[config.mk]
export PLATFORM = sky130hd
export DESIGN_NAME = camera_frame_sequencer_flat
export DESIGN_NICKNAME = d
export VERILOG_FILES = /design/src/rtl/camera_frame_sequencer_if.sv /design/src/rtl/camera_frame_sequencer.sv /design/src/flat_wrapper.sv
export SDC_FILE = /design/constraint.sdc
export NUM_CORES = 1
export LEC_CHECK = 0
export BUFFER_PORTS_ARGS = -buffer_cell sky130_fd_sc_hd__clkbuf_2
export CAP_MARGIN = 25
export CELL_PAD_IN_SITES_DETAIL_PLACEMENT = 0
export CELL_PAD_IN_SITES_GLOBAL_PLACEMENT = 1
export CORE_ASPECT_RATIO = 0.6
export CORE_MARGIN = 3
export CORE_UTILIZATION = 45
export DETAILED_ROUTE_END_ITERATION = 16
export PLACE_DENSITY_LB_ADDON = 0.1
export SYNTH_ARGS = -nofsm -noshare
export SYNTH_HDL_FRONTEND = slang
export SYNTH_SLANG_ARGS = --single-unit
[constraint.sdc]
create_clock -name clk_65mhz -period 2.81 [get_ports clk_65mhz]
set_input_delay 0.562 -clock clk_65mhz [delete_from_list [all_inputs] [get_ports clk_65mhz]]
set_output_delay 0.562 -clock clk_65mhz [all_outputs]
set_load 0.05 [all_outputs]
[src/rtl/camera_frame_sequencer_if.sv]
// Byte stream from the camera UART receiver into the frame sequencer.
interface camera_frame_sequencer_if;
    logic [7:0] rx_data;
    logic       rx_valid;

    // master: UART receiver side, slave: sequencer side
    modport master (output rx_data, output rx_valid);
    modport slave  (input  rx_data, input  rx_valid);
endinterface

[src/rtl/camera_frame_sequencer.sv]
// Camera frame sequencer: finds the 0xFF sync header, collects the 6-byte
// payload, range-checks the two marker positions and presents the last
// good coordinates with a one-cycle frame_valid strobe. It also tracks
// stale input, frame/error counts and inter-byte timeouts.
module camera_frame_sequencer #(
    parameter int         SYNC_BYTES   = 3,
    parameter logic [11:0] X_MAX       = 12'h274,
    parameter logic [11:0] Y_MAX       = 12'h1DF,
    parameter int         BYTE_TIMEOUT = 65000,
    parameter int         STALE_CYCLES = 6500000
) (
    input  logic                     clk_65mhz,
    input  logic                     sys_rst,
    camera_frame_sequencer_if.slave  rx,
    output logic [11:0]              x_top,
    output logic [11:0]              y_top,
    output logic [11:0]              x_bottom,
    output logic [11:0]              y_bottom,
    output logic                     frame_valid,
    output logic                     stale,
    output logic [15:0]              frame_count,
    output logic [7:0]               err_count
);

    localparam int SW = $clog2(SYNC_BYTES + 1);
    localparam int IW = $clog2(BYTE_TIMEOUT + 1);
    localparam int TW = $clog2(STALE_CYCLES + 1);

    typedef enum logic [1:0] {HUNT, PAYLOAD, CHECK} state_t;

    state_t           state_q, state_d;
    logic [SW-1:0]    sync_cnt_q, sync_cnt_d;
    logic [2:0]       byte_idx_q, byte_idx_d;
    logic [5:0][7:0]  pay_q, pay_d;
    logic [IW-1:0]    idle_q, idle_d;
    logic [TW-1:0]    stale_cnt_q, stale_cnt_d;
    logic [11:0]      x_top_q, x_top_d, y_top_q, y_top_d;
    logic [11:0]      x_bottom_q, x_bottom_d, y_bottom_q, y_bottom_d;
    logic             frame_valid_q, frame_valid_d;
    logic             stale_q, stale_d;
    logic [15:0]      frame_count_q, frame_count_d;
    logic [7:0]       err_count_q, err_count_d;

    // Coordinates as laid out in the payload (12-bit values split over 1.5 bytes)
    logic [11:0] dec_xt, dec_yt, dec_xb, dec_yb;
    logic        ok_xt, ok_yt, ok_xb, ok_yb;

    assign dec_xt = {pay_q[0], pay_q[2][7:4]};
    assign dec_yt = {pay_q[2][3:0], pay_q[1]};
    assign dec_xb = {pay_q[3], pay_q[5][7:4]};
    assign dec_yb = {pay_q[5][3:0], pay_q[4]};
    assign ok_xt  = (dec_xt <= X_MAX);
    assign ok_yt  = (dec_yt <= Y_MAX);
    assign ok_xb  = (dec_xb <= X_MAX);
    assign ok_yb  = (dec_yb <= Y_MAX);

    // Next-state, payload capture, counters and output register updates
    always_comb begin
        state_d       = state_q;
        sync_cnt_d    = sync_cnt_q;
        byte_idx_d    = byte_idx_q;
        pay_d         = pay_q;
        idle_d        = idle_q;
        x_top_d       = x_top_q;
        y_top_d       = y_top_q;
        x_bottom_d    = x_bottom_q;
        y_bottom_d    = y_bottom_q;
        frame_valid_d = 1'b0;
        frame_count_d = frame_count_q;
        err_count_d   = err_count_q;
        // Stale counter free-runs (saturating) except on CHECK
        stale_cnt_d   = (stale_cnt_q == TW'(STALE_CYCLES)) ? stale_cnt_q
                                                           : stale_cnt_q + TW'(1);

        unique case (state_q)
            HUNT: begin
                idle_d = '0;
                if (rx.rx_valid) begin
                    if (sync_cnt_q == SW'(SYNC_BYTES)) begin
                        // Header complete: this byte is B0 regardless of value
                        pay_d[0]   = rx.rx_data;
                        byte_idx_d = 3'd1;
                        sync_cnt_d = '0;
                        state_d    = PAYLOAD;
                    end else if (rx.rx_data == 8'hFF) begin
                        sync_cnt_d = sync_cnt_q + SW'(1);
                    end else begin
                        sync_cnt_d = '0;
                    end
                end
            end

            PAYLOAD: begin
                if (rx.rx_valid) begin
                    pay_d[byte_idx_q] = rx.rx_data;
                    idle_d            = '0;
                    if (byte_idx_q == 3'd5) begin
                        byte_idx_d = 3'd0;
                        state_d    = CHECK;
                    end else begin
                        byte_idx_d = byte_idx_q + 3'd1;
                    end
                end else if (idle_q == IW'(BYTE_TIMEOUT - 1)) begin
                    // Link went quiet mid-frame: drop the partial payload
                    state_d     = HUNT;
                    sync_cnt_d  = '0;
                    byte_idx_d  = 3'd0;
                    idle_d      = '0;
                    err_count_d = (err_count_q == 8'hFF) ? 8'hFF : err_count_q + 8'd1;
                end else begin
                    idle_d = idle_q + IW'(1);
                end
            end

            CHECK: begin
                if (ok_xt) x_top_d    = dec_xt;
                if (ok_yt) y_top_d    = dec_yt;
                if (ok_xb) x_bottom_d = dec_xb;
                if (ok_yb) y_bottom_d = dec_yb;
                if (!(ok_xt && ok_yt && ok_xb && ok_yb))
                    err_count_d = (err_count_q == 8'hFF) ? 8'hFF : err_count_q + 8'd1;
                frame_count_d = frame_count_q + 16'd1;
                frame_valid_d = 1'b1;
                stale_cnt_d   = '0;
                state_d       = HUNT;
                // A byte landing during CHECK already counts toward the next header
                sync_cnt_d    = (rx.rx_valid && rx.rx_data == 8'hFF) ? SW'(1) : '0;
            end

            default: begin
                state_d    = HUNT;
                sync_cnt_d = '0;
                byte_idx_d = 3'd0;
            end
        endcase

        stale_d = (stale_cnt_d >= TW'(STALE_CYCLES));
    end

    // State and output registers, synchronous reset
    always_ff @(posedge clk_65mhz) begin
        if (sys_rst) begin
            state_q       <= HUNT;
            sync_cnt_q    <= '0;
            byte_idx_q    <= 3'd0;
            pay_q         <= '0;
            idle_q        <= '0;
            stale_cnt_q   <= TW'(STALE_CYCLES);
            x_top_q       <= '0;
            y_top_q       <= '0;
            x_bottom_q    <= '0;
            y_bottom_q    <= '0;
            frame_valid_q <= 1'b0;
            stale_q       <= 1'b1;
            frame_count_q <= '0;
            err_count_q   <= '0;
        end else begin
            state_q       <= state_d;
            sync_cnt_q    <= sync_cnt_d;
            byte_idx_q    <= byte_idx_d;
            pay_q         <= pay_d;
            idle_q        <= idle_d;
            stale_cnt_q   <= stale_cnt_d;
            x_top_q       <= x_top_d;
            y_top_q       <= y_top_d;
            x_bottom_q    <= x_bottom_d;
            y_bottom_q    <= y_bottom_d;
            frame_valid_q <= frame_valid_d;
            stale_q       <= stale_d;
            frame_count_q <= frame_count_d;
            err_count_q   <= err_count_d;
        end
    end

    assign x_top       = x_top_q;
    assign y_top       = y_top_q;
    assign x_bottom    = x_bottom_q;
    assign y_bottom    = y_bottom_q;
    assign frame_valid = frame_valid_q;
    assign stale       = stale_q;
    assign frame_count = frame_count_q;
    assign err_count   = err_count_q;

endmodule

[src/flat_wrapper.sv]
// flat-port wrapper written by rule: the top's interface ports become plain ports
module camera_frame_sequencer_flat 
#(
    parameter int         SYNC_BYTES   = 3,
    parameter logic [11:0] X_MAX       = 12'h274,
    parameter logic [11:0] Y_MAX       = 12'h1DF,
    parameter int         BYTE_TIMEOUT = 65000,
    parameter int         STALE_CYCLES = 6500000
)
  (clk_65mhz, sys_rst, x_top, y_top, x_bottom, y_bottom, frame_valid, stale, frame_count, err_count, rx_rx_data, rx_rx_valid);
  camera_frame_sequencer_if rx_i ();
  input  logic clk_65mhz;
  input  logic sys_rst;
  output logic [11:0] x_top;
  output logic [11:0] y_top;
  output logic [11:0] x_bottom;
  output logic [11:0] y_bottom;
  output logic frame_valid;
  output logic stale;
  output logic [15:0] frame_count;
  output logic [7:0] err_count;
  input wire logic [$bits(rx_i.rx_data)-1:0] rx_rx_data;
  input wire logic [$bits(rx_i.rx_valid)-1:0] rx_rx_valid;
  assign rx_i.rx_data = rx_rx_data;
  assign rx_i.rx_valid = rx_rx_valid;
  camera_frame_sequencer #(.SYNC_BYTES(SYNC_BYTES), .X_MAX(X_MAX), .Y_MAX(Y_MAX), .BYTE_TIMEOUT(BYTE_TIMEOUT), .STALE_CYCLES(STALE_CYCLES)) u_core (.clk_65mhz(clk_65mhz), .sys_rst(sys_rst), .rx(rx_i), .x_top(x_top), .y_top(y_top), .x_bottom(x_bottom), .y_bottom(y_bottom), .frame_valid(frame_valid), .stale(stale), .frame_count(frame_count), .err_count(err_count));
endmodule
== Word-level counts from Yosys, hierarchy flattened ==
Index checks and enable logic that the tools add are counted.
Storage, ports and cells
  bits in registers: 168
  output and inout port bits: 74
  bits in latches: 0
  word-level logic and storage cells: 103
  memories kept: 0
  bits in writable memories: 0
  memory bits (read-only): 0
  input port bits: 11
Operators by class
  divide/modulo/power cells: 0
  shift operators: 0
  $lt $le $gt $ge: 7
  mux-type cells: 36
  bitwise gates (word level): 1
  reductions and logical operators: 18
  add/sub/neg operators: 6
  equality and inequality tests: 16
  multipliers: 0
Operators with widths (number)
  8-bit two-way mux: 8
  48-bit bitwise mux: 1
  23-bit two-way mux: 2
  16-bit by 1-bit adder with 16-bit output, second input constant: 2
  16-bit two-way mux: 2
  16-bit case mux with 2 select lines: 1
  8-bit case mux with 2 select lines: 2
  8-bit demux with 3-bit select: 1
  12-bit by 10-bit <= comparator with 1-bit output, second input constant: 2
  12-bit by 9-bit <= comparator with 1-bit output, second input constant: 2
  23-bit by 1-bit adder with 23-bit output, second input constant: 1
  23-bit equality test, second input constant: 1
  23-bit greater-or-equal comparator, second input constant: 1
  2-bit two-way mux: 9
  16-bit equality test, second input constant: 1
  8-bit equality test, second input constant: 2
  4-bit AND reduction: 4
  3-bit two-way mux: 5
  2-bit AND reduction: 5
  3-bit case mux with 3 select lines: 1
  8-bit by 1-bit adder with 8-bit output, second input constant: 1
  2-bit inequality test, second input constant: 4
  3-bit by 2-bit inequality test with 1-bit output, second input constant: 2
  2-bit case mux with 3 select lines: 1
  15 further kinds: 23

== Longest topological paths before layout ==
Gate-level depths: netlist of run 1.
  depth in word-level cells: 7
  mapped depth: 8
  gate-level depth less buffers: 7

== Worst setup path after synthesis of run 1 ==
No wires, ideal clock.
  path kind: register -> register
  start: register u_core.stale_cnt_q[7]
  end: register u_core.stale_q (netlist: u_core.stale)
  clock period less this slack: 1.887 ns
  cell stages (with the launch flop): 8
  path buffers: 1
  data arrival time: 1.808 ns
  slack: 0.923 ns
  library setup time: 0.079 ns
  cell sequence: dfxtp_1 > buf_2 > nand4_2 > or4_1 > o21bai_1 > a21o_1 > o21bai_1 > o221ai_2
Between the ends
  longest elaborated chain between the ends: 4
  elaborated cells between the ends (all ways): 5
Ends and longest elaborated chain
  from (decl): RTL line camera_frame_sequencer.sv:36  | logic [TW-1:0] stale_cnt_q, stale_cnt_d;
  from (signal assigned): RTL line camera_frame_sequencer.sv:148  | stale_cnt_q <= TW'(STALE_CYCLES);
  from (signal assigned): RTL line camera_frame_sequencer.sv:163  | stale_cnt_q <= stale_cnt_d;
  23-bit by 1-bit adder with 23-bit output or 23-bit equality test (tied branches): RTL line camera_frame_sequencer.sv:73, camera_frame_sequencer.sv:72
  23-bit two-way mux (*): RTL line camera_frame_sequencer.sv:72  | stale_cnt_d = (stale_cnt_q == TW'(STALE_CYCLES)) ? stale_cnt_q
  23-bit two-way mux (*): RTL line camera_frame_sequencer.sv:75  | unique case (state_q)
  23-bit greater-or-equal comparator (*): RTL line camera_frame_sequencer.sv:137  | stale_d = (stale_cnt_d >= TW'(STALE_CYCLES));
  to (signal assigned): RTL line camera_frame_sequencer.sv:169  | stale_q <= stale_d;
  to (decl): RTL line camera_frame_sequencer.sv:40  | logic stale_q, stale_d;
Mark *: on every way between the ends. The rest lies on a longest branch, timed or not.
A chain may end at the register's enable or synchronous reset.

== Final worst setup path of run 1 ==
  start: register u_core.pay_q, in the netlist u_core.dec_xt[7]
  end: register u_core.x_top_q[5] (netlist: u_core.x_top[5])
Between the ends
  longest elaborated chain between the ends: 2
Ends and longest elaborated chain
  from (decl): RTL line camera_frame_sequencer.sv:34  | logic [5:0][7:0] pay_q, pay_d;
  from (signal assigned): RTL line camera_frame_sequencer.sv:161  | pay_q <= pay_d;
  12-bit by 10-bit <= comparator with 1-bit output: RTL line camera_frame_sequencer.sv:52  | assign ok_xt = (dec_xt <= X_MAX);
  2-bit AND reduction (no line)
  to (signal assigned): RTL line camera_frame_sequencer.sv:164  | x_top_q <= x_top_d;
  to (decl): RTL line camera_frame_sequencer.sv:37  | logic [11:0] x_top_q, x_top_d, y_top_q, y_top_d;
No other way between the ends.

==> flow_summary.ini, run 1 <==
[yosys]
synth-compound-area-share = 0.0844
syn_area_sq_um = 7240
yosys.area_share.simple = 0.234
synth-main-ff-cell = dfxtp_1
async_flop_share = 0
synthAdderAreaFrac = 0.0104
postSynthAreaPerCell_sq_um = 9.19
synthTopCellsByCount = dfxtp_1, nor2_1, mux2i_1
synth-edff-count = 0
synth_xor_area_frac = 0.0496
ys.warnings.count = 0
muxShareOfSynthArea = 0.122
synth.most_common_cell = dfxtp_1
ys_seq_area_frac = 0.465
synth_top_family_by_area = simple AND/OR/NAND/NOR gates
synthCells = 788
synth_top_area_share = 0.465
synthesis.nets = 805
yosys-top-cells-area = dfxtp_1, mux2i_1, nor2_1, xor2_1, o21ai_0
ys_ff_latch = 168
ys_types = 65
yosysTopAreaCell = dfxtp_1

[cells_and_area]
fill_cells = 1423
finalNetCount = 875
fin_util = 0.538
multiInputGateArea_sq_um = 3620
seq_area_sq_um = 3360
antennaDiodeCount = 0
area_growth_pct = 15.6
drive_gt1_frac = 0.164
final_cell_count_no_fill = 1074
fin_area_sq_um = 8370

[global_routing]
track_usage = 0.196
grt_pass1_wl_mm = 28.3
grt_pass1_vias = 5382
overflow = 0
antenna_found_initial = 0
grt_max_degree = 69

[cts]
cts-root-buf = clkbuf_16
cts-buffers-inserted = 17
cts_sinks = 168
cts.clk_slew.worst_paths_ns = 0.07
clock_path_buffers = 2
cts_setup_buffers = 0
clk_latency_ns = 0.43
cts_tree = done
cts_resized = 0
cts_max_level = 4
postCtsHoldBufs = 0

[drt]
vias_per_cell = 5.46
wl_mm = 17.3
dr.pass1.iters = 5
ant_nets = 0
wl_per_cell_um = 16.1
initialDrtViolationCount = 458
drc = 0
via_count = 5865

[place]
place_congestion = 0.905
postPlaceCellArea_sq_um = 7810
dp.cells = 1042
port-buffer-count = 84
dp_slack_ns = 0.439
dpl.hpwl_mm = 12.2

[worst_setup_path]
startpoint = u_core.dec_xt[7]
end_kind = register
worstPathRequired_ns = 3.12
crit_arrival_ns = 2.67
r2r-end = u_core.x_top[5]
crit_fanout = 12
cp-start-kind = register
rrSetupSlack_ns = 0.44
crit-reg2reg-launch = u_core.dec_xt[7]
reg2reg_depth = 5
critical_path_class = register to register

[min_path]
hold_start = u_core.y_bottom[5]
whs_path_depth = 2
min_path_type = register to register
hold_end = u_core.y_bottom[5]

[floorplanning]
design.die.area_sq_um = 17700
die_w_um = 170
coreArea_sq_um = 15500
num_rows = 35
die_y_um = 104
io_pins = 85
start_util = 0.466

[sta]
max_slew_margin = 0.530
setup_tns_ns = 0
tightest_slew_ns = 0.699
layout_min_cycle_time_ns = 2.37
fin_ws_ns = 0.442
fin_skew_ns = 0.0161
fmax_ghz = 0.422
final_max_slew_viol_count = 0
grt_setup_unrepaired = no
finalCritPeriodShare = 0.843
setup_viol = 0
hold_viol = 0

[outcome]
status = finished clean

[power]
cellLeakagePower_nw = 3.60
powerDensity_nw_per_um2 = 563
peakVddDrop_v = 0.000360

[run]
max_cap_violations = 0
-- worst max-delay path: stages (launching register included) --
cell and delay [ns]:
dfxtp_1 0.33, or2_2 0.32, a2111oi_2 0.60, and2_1 0.66, mux2i_1 0.28, nor2_1 0.05
-- cells by family after synthesis --
group / after synthesis
adders and majority gates: 6
DFF: 168
buffers and inverters: 60
muxes: 88
xor gates and xnor gates: 41
AOI/OAI and AO/OA: 95
and+or+nand+nor: 330
-- final cells by class --
| class | instances | share of cell area |
|---|---|---|
| Multi-Input combinational cell | 560 | 0.432 |
| Sequential cell | 168 | 0.402 |
| Timing Repair Buffer | 98 | 0.0631 |
| Clock buffer | 19 | 0.0529 |
| Tap cell | 203 | 0.0304 |
| Clock inverter | 13 | 0.0136 |
| Inverter | 13 | 0.00583 |
-- sequential cells by signal (all words and copies together) (netlist names) --
register,cells
u_core.byte_idx_q,3
u_core.dec_xb,12
u_core.dec_xt,12
u_core.dec_yb,12
u_core.dec_yt,12
u_core.err_count,8
u_core.frame_count,16
u_core.frame_valid,1
u_core.idle_q,16
u_core.stale,1
u_core.stale_cnt_q,23
u_core.state_q,2
u_core.sync_cnt_q,2
u_core.x_bottom,12
u_core.x_top,12
u_core.y_bottom,12
u_core.y_top,12
-- worst max path at each step --
stage	to	slack, ns	cells past startpoint
after floorplan	u_core.stale	0.92	7
after global placement	u_core.x_top[8]	0.48	5
after detailed placement	u_core.x_top[9]	0.44	5
after CTS	u_core.x_top[9]	0.43	5
after global routing	u_core.stale	0.30	6
final	u_core.x_top[5]	0.44	5
-- stage by stage --
step	hold WS (ns)	power [W]
after CTS	0.456	0.00476
after global routing	0.472	0.00489
after global placement	0.439	0.00254
final	0.449	0.00471
after detailed placement	0.446	0.00254
after floorplan	0.457	0.00250
-- per-layer routing --
| layer | wire, um | track usage | vias to the layer above |
|---|---|---|---|
| met2 | 6740 | 0.260 | 160 |
| met3 | 1150 | 0.0562 | 13 |
| li1 | - | - | 2921 |
| met5 | 0 | 0 | - |
| met1 | 9250 | 0.306 | 2771 |
| met4 | 160 | 0.0455 | 0 |
-- cell usage in the layout, fill, tap and decap left out, drive strengths merged, types with 2 or more instances in the layout --
cell type / count
nand2: 35
or2: 3
a31oi: 4
a21o: 3
nor4: 11
clkinvlp: 3
inv: 19
nand4b: 4
nor2b: 3
o21bai: 3
o21ai: 31
a21oi: 26
and2: 5
or3: 10
o22ai: 2
dfxtp: 168
nand2b: 7
ha: 6
a41oi: 2
nand4: 24
nand3b: 3
or4: 3
buf: 15
nand3: 20
a211oi: 4
nor3: 17
a41o: 2
o2111ai: 2
and3: 16
nor4b: 4
xnor2: 13
xor2: 28
clkbuf: 102
nor2: 148
mux2i: 88
o21a: 3
nor3b: 5
clkinv: 4
and4: 7
-- power breakdown --
group | internal [W] | switching (W)
clock network | 0.00118 | 0.00104
logic | 0.0000261 | 0.0000733
registers | 0.00238 | 0.00000330
total | 0.00359 | 0.00112
No activity file was read; power rests on OpenSTA's default activity.
==> inputs of run 2 (changes only) <==
--- a/config.mk
+++ b/config.mk
@@ -11,7 +11,7 @@
 export CELL_PAD_IN_SITES_GLOBAL_PLACEMENT = 1
 export CORE_ASPECT_RATIO = 0.6
 export CORE_MARGIN = 3
-export CORE_UTILIZATION = 45
+export CORE_UTILIZATION = 44
 export DETAILED_ROUTE_END_ITERATION = 16
 export PLACE_DENSITY_LB_ADDON = 0.1
 export SYNTH_ARGS = -nofsm -noshare
==> constraint.sdc (replaced) <==
create_clock -name clk_65mhz -period 2.4 [get_ports clk_65mhz]
set_input_delay 0.48 -clock clk_65mhz [delete_from_list [all_inputs] [get_ports clk_65mhz]]
set_output_delay 0.48 -clock clk_65mhz [all_outputs]
set_load 0.05 [all_outputs]
==> flow_summary.ini, run 2 (same netlist as run 1, synthesis figures left out) <==
[sta]
setup_tns_ns = 0
finalCritPeriodShare = 0.919
tightest_slew_ns = 0.980
layout_min_cycle_time_ns = 2.21
max_slew_margin = 0.342
fin_ws_ns = 0.194
setup_viol = 0
fmax_ghz = 0.453
hold_viol = 0
fin_skew_ns = 0.0138
grt_setup_unrepaired = no
final_max_slew_viol_count = 0

[worst_setup_path]
crit_fanout = 9
critical_path_class = register to register
worstPathRequired_ns = 2.70
path_cells = nand4_2, nor4_1, mux2i_1, a211oi_1, a21oi_1, o221ai_2
cp-start-kind = register
crit_arrival_ns = 2.51
cpPeakStageDelay_ns = 0.47
cp_slowest_cell = dfxtp_1
crit-reg2reg-launch = u_core.stale_cnt_q[3]
end_kind = register
startpoint = u_core.stale_cnt_q[3]

[place]
postPlaceCellArea_sq_um = 7920
dp_slack_ns = 0.252
port-buffer-count = 84
place_congestion = 0.836
dpl.hpwl_mm = 12.6
dp.cells = 1057

[run]
max_cap_violations = 0

[floorplanning]
start_util = 0.460
num_rows = 35
die_y_um = 105
coreArea_sq_um = 15700
io_pins = 85
die_w_um = 172
design.die.area_sq_um = 18100

[cts]
cts_tree = done
cts_max_level = 4
cts_setup_buffers = 0
cts_sinks = 168
postCtsHoldBufs = 0
cts.clk_slew.worst_paths_ns = 0.08
cts-root-buf = clkbuf_16
cts_resized = 0
clock_path_buffers = 2
clk_latency_ns = 0.43
cts-buffers-inserted = 17

[cells_and_area]
area_growth_pct = 17.5
fin_area_sq_um = 8500
final_cell_count_no_fill = 1089
drive_gt1_frac = 0.179
finalNetCount = 890
mostFrequentLayoutCell = dfxtp_1
regMostFlops = u_core.stale_cnt_q
mostFrequentLayoutCells = dfxtp_1, nor2_1, mux2i_1
antennaDiodeCount = 0
largest_register_ffs = 23

[min_path]
min_path_type = input port to register
hold_start = rx_rx_valid

[drt]
wl_mm = 17.9
via_count = 5953
ant_nets = 0
dr.pass1.iters = 5
wl_per_cell_um = 16.4
vias_per_cell = 5.47
initialDrtViolationCount = 358
drc = 0

[global_routing]
antenna_found_initial = 0
overflow = 0
grt_pass1_vias = 5690
grt_pass1_wl_mm = 29.2
grt_max_degree = 64
track_usage = 0.201

[power]
peakVddDrop_v = 0.000370
cellLeakagePower_nw = 3.69
finalPower_w = 0.00559
powerDensity_nw_per_um2 = 657

[outcome]
status = finished clean
[run 2: layout make-up]
type                    count  area (sq um)
fillers                  1465          7220
inverters                  13          48.8
clock inverters            15           154
multi-input cells         560          3620
well taps                 203           254
clock buffers              17           425
repair buffers            113           641
flip-flops and latches    168          3360
[run 2: per-stage QoR]
| step | hold WS (ns) | util |
|---|---|---|
| 2_1_floorplan | 0.457 | - |
| 3_3_place_gp | 0.461 | 0.504 |
| 3_5_place_dp | 0.468 | 0.504 |
| 4_1_cts | 0.413 | 0.541 |
| 5_1_grt | 0.479 | 0.541 |
| 6_report | 0.441 | 0.541 |
[run 2: critical path: cells and delay by family (launching register included)]
family          cells  cell delay (ns)
flops               1             0.47
mux                 1             0.35
compound gates      3             0.49
simple gates        2             0.78
[run 2: worst paths after layout]
check | to | depth (start not counted) | slack (ns)
worst max register to register | u_core.stale | 6 | 0.19
worst max-delay path | u_core.stale | 6 | 0.19
worst min register to register | u_core.y_bottom[5] | 2 | 0.47
worst min-delay path | u_core.sync_cnt_q[0] | 3 | 0.44
[run 2: routing by layer]
| metal | wire (um) | global-route usage | up-vias |
|---|---|---|---|
| met3 | 916 | 0.0495 | 15 |
| met5 | 0 | 0 | - |
| met4 | 134 | 0.0563 | 0 |
| met1 | 9450 | 0.302 | 2859 |
| met2 | 7380 | 0.284 | 134 |
| li1 | - | - | 2945 |
[run 2: power by group]
group | total (W) | leakage, nW | switching [W] | internal (W)
Combinational | 0.000116 | 2.05 | 0.0000853 | 0.0000304
Sequential | 0.00279 | 1.35 | 0.00000334 | 0.00279
Clock | 0.00268 | 0.283 | 0.00129 | 0.00139
Total | 0.00559 | 3.69 | 0.00138 | 0.00421
==> inputs of run 3 (changes only) <==
--- a/config.mk
+++ b/config.mk
@@ -5,13 +5,14 @@
 export SDC_FILE = /design/constraint.sdc
 export NUM_CORES = 1
 export LEC_CHECK = 0
+export ABC_AREA = 1
 export BUFFER_PORTS_ARGS = -buffer_cell sky130_fd_sc_hd__clkbuf_2
 export CAP_MARGIN = 25
 export CELL_PAD_IN_SITES_DETAIL_PLACEMENT = 0
 export CELL_PAD_IN_SITES_GLOBAL_PLACEMENT = 1
 export CORE_ASPECT_RATIO = 0.6
 export CORE_MARGIN = 3
-export CORE_UTILIZATION = 44
+export CORE_UTILIZATION = 42
 export DETAILED_ROUTE_END_ITERATION = 16
 export PLACE_DENSITY_LB_ADDON = 0.1
 export SYNTH_ARGS = -nofsm -noshare
==> flow_summary.ini, run 3 <==
[yosys]
synth.most_common_cell = nor2_1
ys_ff_latch = 168
synth-main-ff-cell = dfxtp_1
synth-edff-count = 0
yosysTopAreaCell = dfxtp_1
postSynthAreaPerCell_sq_um = 7.12
ys_types = 48
synth_top_area_share = 0.448
synthesis.nets = 1070
ys_seq_area_frac = 0.448
async_flop_share = 0
syn_area_sq_um = 7500
synthTopCellsByCount = nor2_1, dfxtp_1, nand2_1
ys.warnings.count = 0
yosys-top-cells-area = dfxtp_1, nor2_1, o21ai_0, nand2_1, inv_1
synthCells = 1053

[worst_setup_path]
cpMostUsedCell = nor2_1
end_kind = register
critical_path_class = register to register
path_cells = ha_1, nand3_1, nor2_1, nand3_1, nand2_1, inv_1, nor2_1, nor2_1, nand3_1, nand2_1, inv_1, nor2_1, nor2_1, nand2_1
cp_slowest_cell = dfxtp_1
crit_arrival_ns = 2.39
worstPathRequired_ns = 2.73
cpPeakStageDelay_ns = 0.45
cp-start-kind = register
crit_fanout = 7

[power]
p_int_w = 0.00430
cellLeakagePower_nw = 3.79
peakVddDrop_v = 0.000360
powerDensity_nw_per_um2 = 668
netSwitchingFraction = 0.264
p_clk_frac = 0.464
netSwitchingPower_w = 0.00154
seqPwrFrac = 0.489
combPwrFrac = 0.047

[sta]
fmax_ghz = 0.485
max_slew_margin = 0.637
setup_viol = 0
tightest_slew_ns = 0.545
hold_viol = 0
finalCritPeriodShare = 0.860
setup_tns_ns = 0
layout_min_cycle_time_ns = 2.06
fin_skew_ns = 0.0105
final_max_slew_viol_count = 0
grt_setup_unrepaired = no

[place]
dpl.hpwl_mm = 13.4
dp.cells = 1351
place_congestion = 0.805
port-buffer-count = 84

[cells_and_area]
area_growth_pct = 16.7
antennaDiodeCount = 0
fill_cells = 1794
final_cell_count_no_fill = 1383
mostFrequentLayoutCell = nor2_1
regMostFlops = u_core.stale_cnt_q
largest_register_ffs = 23
mostFrequentLayoutCells = nor2_1, dfxtp_1, nand2_1
drive_gt1_frac = 0.151
finalNetCount = 1153

[global_routing]
grt_pass1_vias = 6287
antenna_found_initial = 0
grt_pass1_wl_mm = 31.6
overflow = 0
track_usage = 0.203
grt_max_degree = 91

[min_path]
min_path_type = input port to register

[cts]
postCtsHoldBufs = 0
cts-buffers-inserted = 17
clk_latency_ns = 0.43
cts.clk_slew.worst_paths_ns = 0.07
cts-root-buf = clkbuf_16
cts_setup_buffers = 0
cts_resized = 0
cts_tree = done
cts_sinks = 168
cts_max_level = 4
clock_path_buffers = 2

[drt]
wl_per_cell_um = 13.8
initialDrtViolationCount = 532
via_count = 6923
dr.pass1.iters = 5
drc = 0
ant_nets = 0
wl_mm = 19.2
vias_per_cell = 5.01

[run]
max_cap_violations = 0

[floorplanning]
design.die.area_sq_um = 19500
io_pins = 85
start_util = 0.433
num_rows = 37
die_y_um = 110
coreArea_sq_um = 17300
die_w_um = 179

[outcome]
status = finished clean
run 3: routing by layer:
metal  vias to the layer above  global-route usage  part of all wire
li1                       3611                   -                 -
met1                      3130               0.312              0.54
met2                       171               0.278              0.39
met3                        11              0.0535             0.061
met4                         0              0.0478            0.0057
met5                         -                   0                 0
run 3: final timing paths:
kind / end / slack, ns / cells after the start / from
worst max-delay path: u_core.stale / 0.34 / 14 / u_core.stale_cnt_q[0]
worst min-delay path: u_core.stale_cnt_q[17] / 0.37 / 3 / sys_rst
worst max register to register: u_core.stale / 0.34 / 14 / u_core.stale_cnt_q[0]
worst min register to register: u_core.x_top[10] / 0.44 / 2 / u_core.x_top[10]
run 3: power groups by stage:
stage / Sequential [W] / Combinational, W / Clock, W
final: 0.00286 / 0.000276 / 0.00271
after global routing: 0.00286 / 0.000323 / 0.00291
after CTS: 0.00286 / 0.000280 / 0.00278
after detailed placement: 0.00292 / 0.000277 / 0
after global placement: 0.00292 / 0.000278 / 0
after floorplan: 0.00292 / 0.000189 / 0
run 3: cells by family (layout without fill, tap and decap cells):
kind of cell	after synthesis	in the layout	synth area share
AOI/OAI and AO/OA	185	185	0.131
xor gates and xnor gates	5	5	0.00584
adders and majority gates	6	6	0.0100
buffers and inverters	129	225	0.0692
DFF	168	168	0.448
and+or+nand+nor	560	560	0.336
run 3: stage by stage:
stage               power [W]   util  hold slack, ns  setup WS (ns)  cell area [sq um]
finish                0.00584  0.505           0.366          0.337               8750
global route          0.00609  0.505           0.390         0.0985               8750
CTS                   0.00591  0.505           0.361          0.350               8750
detailed placement    0.00320  0.472           0.430          0.353               8170
global placement      0.00320  0.472           0.425          0.387               8170
floorplan             0.00311      -           0.428          0.602               7500
run 3: final cells by class:
| cell class | count | area [sq um] | share of cell area |
|---|---|---|---|
| sequential | 168 | 3360 | 0.384 |
| multi-input combinational | 756 | 3620 | 0.413 |
| timing repair buffer | 96 | 523 | 0.0598 |
| inverter | 97 | 369 | 0.0422 |
| clock buffer | 18 | 429 | 0.0490 |
| tap | 234 | 293 | 0.0335 |
| clock inverter | 14 | 155 | 0.0177 |
run 3: critical path, delay by kind of cell (launching register included):
family / cells / cell delay [ns]
simple gates: 11 / 1.16
flops: 1 / 0.45
fa+ha+maj: 1 / 0.24
buf+inv: 2 / 0.09
